`src/rtl/tdc_pkg.sv`:
```
// Shared types and widths for the TDC front-end sequencer/sampler.
// Widths match the analog front end: 7-bit ripple counter, 16 phase taps.
`timescale 1ns/1ps
package tdc_pkg;

  localparam int CNT_W    = 7;
  localparam int PH_N     = 16;
  localparam int FINE_W   = 4;
  localparam int SETTLE_W = 8;

  typedef enum logic [2:0] {
    OFF,
    PD_WAIT,
    INJ_WAIT,
    PRIME,
    TRACK
  } tdc_state_t;

  typedef logic [CNT_W+FINE_W-1:0] tdc_pos_t;

endpackage

```
`src/rtl/tdc_therm_decode.sv`:
```
// Phase thermometer decode: fine = popcount saturated to PH_N-1, clean = ones contiguous from bit 0.
// Purely combinational, no backpressure.
`timescale 1ns/1ps
module tdc_therm_decode
  import tdc_pkg::*;
(
  input  logic [PH_N-1:0]   phase,
  output logic [FINE_W-1:0] fine,
  output logic              clean
);

  logic [FINE_W:0]   ones;
  logic [PH_N-1:0]   phase_inc;

  always_comb begin
    ones = '0;
    for (int i = 0; i < PH_N; i++) begin
      ones = ones + (FINE_W+1)'(phase[i]);
    end
  end

  // All taps set is the only way to reach PH_N, so the top bit alone flags saturation.
  assign fine      = ones[FINE_W] ? {FINE_W{1'b1}} : ones[FINE_W-1:0];

  // A clean code is 2^k-1, so adding one clears every set bit.
  assign phase_inc = phase + PH_N'(1);
  assign clean     = ((phase & phase_inc) == '0);

endmodule

```
`src/rtl/tdc_ctrl.sv`:
```
// TDC front-end power sequencer and phase sampler producing per-clk phase increments.
// Inputs registered once, tdc_word one cycle later; no backpressure (one word per clk in TRACK).
`timescale 1ns/1ps
module tdc_ctrl
  import tdc_pkg::*;
(
  input  logic                clk,
  input  logic                rst_n,
  input  logic                en,
  input  logic [SETTLE_W-1:0] pd_settle,
  input  logic [SETTLE_W-1:0] inj_settle,
  input  logic [CNT_W-1:0]    ripple_count,
  input  logic [PH_N-1:0]     phase,
  output logic                pd,
  output logic                pd_inj,
  output tdc_pos_t            tdc_word,
  output logic                tdc_valid,
  output logic                ready,
  output logic                bubble_err
);

  tdc_state_t          state, next_state;
  logic [SETTLE_W-1:0] settle_cnt, settle_nxt;
  logic [CNT_W-1:0]    ripple_q;
  logic [PH_N-1:0]     phase_q;
  tdc_pos_t            prev_pos;
  tdc_pos_t            pos_c;
  logic [FINE_W-1:0]   fine;
  logic                clean;
  logic                track_step;

  tdc_therm_decode u_decode (
    .phase (phase_q),
    .fine  (fine),
    .clean (clean)
  );

  assign pos_c      = {ripple_q, fine};
  assign track_step = (state == TRACK) && en;

  always_comb begin
    next_state = state;
    settle_nxt = settle_cnt;
    case (state)
      OFF: begin
        if (en) begin
          next_state = PD_WAIT;
          settle_nxt = pd_settle;
        end
      end
      PD_WAIT: begin
        if (settle_cnt == '0) begin
          next_state = INJ_WAIT;
          settle_nxt = inj_settle;
        end else begin
          settle_nxt = settle_cnt - SETTLE_W'(1);
        end
      end
      INJ_WAIT: begin
        if (settle_cnt == '0) begin
          next_state = PRIME;
        end else begin
          settle_nxt = settle_cnt - SETTLE_W'(1);
        end
      end
      PRIME:   next_state = TRACK;
      TRACK:   next_state = TRACK;
      default: next_state = OFF;
    endcase
    if (!en) begin
      next_state = OFF;
      settle_nxt = '0;
    end
  end

  // Power-down and status outputs are registered from next_state so the analog pins never glitch.
  always_ff @(posedge clk or negedge rst_n) begin
    if (!rst_n) begin
      state      <= OFF;
      settle_cnt <= '0;
      ripple_q   <= '0;
      phase_q    <= '0;
      prev_pos   <= '0;
      tdc_word   <= '0;
      tdc_valid  <= 1'b0;
      pd         <= 1'b1;
      pd_inj     <= 1'b1;
      ready      <= 1'b0;
      bubble_err <= 1'b0;
    end else begin
      state      <= next_state;
      settle_cnt <= settle_nxt;
      ripple_q   <= ripple_count;
      phase_q    <= phase;
      pd         <= (next_state == OFF);
      pd_inj     <= (next_state inside {OFF, PD_WAIT});
      ready      <= (next_state == TRACK);
      tdc_valid  <= track_step;
      if (track_step) begin
        tdc_word <= pos_c - prev_pos;
      end
      // prev_pos survives power-down; PRIME re-seeds it on every new entry.
      if ((state == PRIME) || track_step) begin
        prev_pos <= pos_c;
      end
      if (next_state == OFF) begin
        bubble_err <= 1'b0;
      end else if (track_step && !clean) begin
        bubble_err <= 1'b1;
      end
    end
  end

endmodule

```
`config.mk`:
```
export PLATFORM = sky130hd
export DESIGN_NAME = tdc_ctrl
export DESIGN_NICKNAME = d
export VERILOG_FILES = /design/src/rtl/tdc_pkg.sv /design/src/rtl/tdc_therm_decode.sv /design/src/rtl/tdc_ctrl.sv
export SDC_FILE = /design/constraint.sdc
export NUM_CORES = 1
export LEC_CHECK = 0
export ABC_AREA = 1
export ABC_CLOCK_PERIOD_IN_PS = 4650
export CORE_ASPECT_RATIO = 1.2
export CORE_MARGIN = 2
export CORE_UTILIZATION = 48
export CTS_CLUSTER_DIAMETER = 40
export DETAILED_ROUTE_END_ITERATION = 12
export GPL_TIMING_DRIVEN = 1
export PLACE_DENSITY = 0.81
export SLEW_MARGIN = 0
export SYNTH_ARGS = -nofsm -noshare
export SYNTH_HDL_FRONTEND = slang
export SYNTH_SLANG_ARGS = --single-unit
```
`constraint.sdc`:
```
create_clock -name clk -period 4.65 [get_ports clk]
set_clock_uncertainty 0.1 [all_clocks]
set_input_delay 0.465 -clock clk [delete_from_list [all_inputs] [get_ports clk]]
set_output_delay 0.465 -clock clk [all_outputs]
set_load 0.03 [all_outputs]
```
==> flow_metrics.tcl <==
set metrics [dict create \
    synth_fp_nets 501 \
    firstDrtPassIters 5 \
    dieWidth_um 82.0 \
    synth_top_area_frac 0.421 \
    worst-r2r-setup-slack_ps -380 \
    clk_path_buf_depth 2 \
    grt_max_degree 62 \
    vias 3131 \
    critical_path_class "reg2reg" \
    die_area_um2 8010 \
    cp-start-kind "register" \
    grt_pass1_vias 3187 \
    vias_per_cell 5.05 \
    hpwl_um 5670 \
    syn-cell-area_um2 3510 \
    port_buffers 57 \
    overflow 0 \
    mostFrequentLayoutCells "nand2_1, inv_1, dfrtp_1, clkdlybuf4s50_1, nor2_1" \
    ant_nets 0 \
    slowest_stage "fa_1" \
    maxCapViolCount 0 \
    drc 0 \
    setup_viol 11 \
    critPathMostFrequentCell "fa_1" \
    timing.final.crit_share 1.08 \
    area_growth_pct 37.1 \
    final_hold_viol_count 0 \
    ys_seq_elements 61 \
    slowest_delay_ps 520 \
    n_antenna_cell 0 \
    antenna_found_initial 0 \
    start_util 0.491 \
    whs_ps 167 \
    vdd_drop_max_mv 0.375 \
    leakage_nw 2.33 \
    required_ps 4750 \
    ios 58 \
    violations "setup timing" \
    hold_path.class "in2async" \
    wl_per_cell_um 13.5 \
    drt_iter0_drc 147 \
    cts_root_buf "clkbuf_8" \
    worstMarginPinSlew_ps 858 \
    yosys_warnings 0 \
    wl_um 8400 \
    synth_cells 430 \
    fin_ws_ps -376 \
    end_kind "register" \
    cts_tree "yes" \
    place.gp.congestion 0.943 \
    crit_chain "inv_2, ha_4, fa_1, fa_1, fa_1, fa_1, inv_1, fa_2, inv_2, fa_2, nor2_4, o21ai_2, inv_1, nor2_2, ha_2, fa_2, inv_2, nand3_2, nand2_2, a21oi_2, xor2_1, o21ai_1" \
    synth_cell_types 32 \
    drv_slew 0 \
    cp.arrival_ps 5130 \
    status "complete, but fails checks" \
    track_usage 0.226 \
    nNetsFinal 597 \
    clock-sinks 61 \
    layout_commonest_cell "nand2_1" \
    slew_headroom 0.426 \
    seq_area_frac_synth 0.436 \
    final_layout_size_suffix_gt1_frac 0.191 \
    min_period_ps 5030 \
    row_count 34 \
    synth_area_per_cell_um2 8.16 \
    h-tree-depth 3 \
    r2r-end "tdc_word[6]$_DFFE_PN0P_" \
    synth_area_leader_cell "dfrtp_1" \
    die_h_um 97.6 \
    coreArea_um2 7150 \
    worst-path-max-fanout 3 \
    powerDensity_nw_per_um2 701 \
    rsz0062_at_grt "true" \
    reg2reg_depth 22 \
    path_clk_slew_ps 70 \
    pre_cts_slack_ps -373 \
    fin_util 0.673 \
    insertion_delay_ps 340 \
    grt_pass1_wl_um 14100 \
    synthTopCellsByArea "dfrtp_1, nand2_1, inv_1" \
    reg2reg_from "phase_q[0]$_DFF_PN0_" \
    power_mw 3.37 \
    cts_inserted_buffers 9 \
    fmax_mhz 199 \
]
## logic make-up after synthesis
logic type	share of synthesized area
AOI/OAI and AO/OA	0.0988
xor gates and xnor gates	0.0200
adders and majority gates	0.127
buffers and inverters	0.0774
DFF	0.436
muxes	0.00321
and+or+nand+nor	0.238
## how the worst max path moves through the flow
stage / from / slack [ps] / endpoint
floorplan: phase_q[0]$_DFF_PN0_ / -90 / tdc_word[8]$_DFFE_PN0P_
global placement: phase_q[0]$_DFF_PN0_ / -160 / tdc_word[6]$_DFFE_PN0P_
detailed placement: phase_q[0]$_DFF_PN0_ / -370 / tdc_word[7]$_DFFE_PN0P_
CTS: phase_q[0]$_DFF_PN0_ / -270 / tdc_word[8]$_DFFE_PN0P_
global route: phase_q[0]$_DFF_PN0_ / -550 / tdc_word[4]$_DFFE_PN0P_
finish: phase_q[0]$_DFF_PN0_ / -380 / tdc_word[6]$_DFFE_PN0P_
## cells in the mapped netlist
cell type  count
buf_2          4
a31oi_1        1
a21oi_2        1
nand3_1       24
inv_1         64
o31ai_1        1
inv_2          3
nand3b_1       1
xnor2_1        2
nor2_1        34
dfstp_2        2
o21ai_1       17
a211oi_1       1
a21oi_4        1
nand2_4        1
mux2_2         1
or2_0          1
ha_1          18
dfrtp_1       59
nor2_2         2
fa_1          11
or2_2          1
nand2_1      119
nor3_4         1
nand2_2        3
nand4_1        4
xor2_1         6
a21oi_1       16
nand3_2        1
o211ai_1       4
o21ai_0       21
nor3_1         5
## where the power goes
part	internal [mW]	leakage, nW	switching (mW)	total [mW]
Combinational	1.02	1.49	1.14	2.16
Clock	0.243	0.0833	0.217	0.460
Sequential	0.661	0.761	0.0935	0.755
Total	1.92	2.33	1.45	3.37
## per-stage QoR
step | setup TNS (ps) | area [um2] | cells
floorplan | -204 | 3550 | 430
global placement | -1110 | 4330 | 590
detailed placement | -2610 | 4330 | 590
CTS | -2170 | 4680 | 617
global route | -4960 | 4810 | 620
finish | -3300 | 4810 | 620
## metal layers
layer / wire [um] / track usage / share of wire
met5: 0 / 0 / 0
met1: 3560 / 0.283 / 0.42
met2: 4360 / 0.378 / 0.52
met4: 117 / 0.0949 / 0.014
met3: 362 / 0.0372 / 0.043
## final cells by class
type	count	area (um2)
Tap cell	90	113
Multi-Input combinational cell	298	1910
Sequential cell	61	1530
Clock buffer	9	124
Inverter	67	251
Clock inverter	6	65.1
Fill cell	559	2340
Timing Repair Buffer	89	813
## worst max-delay path: cells and delay by family (launching register included)
family                     cells  cell delay (ps)
adders and majority gates      9             3130
xor gates and xnor gates       1              170
and+or+nand+nor                4              290
buffers and inverters          5              360
AOI/OAI and AO/OA              3              430
DFF                            1              390
## state kept, by name, indices dropped and copies added, names as in the netlist
| register | cells |
|---|---|
| prev_pos | 11 |
| tdc_word | 11 |
| state | 3 |
| settle_cnt | 8 |
| phase_q | 16 |
| ripple_q | 7 |
| tdc_valid | 1 |
| pd_inj | 1 |
| ready | 1 |
| pd | 1 |
| bubble_err | 1 |
## what timing repair did
item	CTS	global route
buffers inserted	12	3
hold buffers	0	0
pin swaps	10	14
gates resized for setup	15	22
endpoints found under the setup margin	10	11
(Power assumes the default switching activity.)
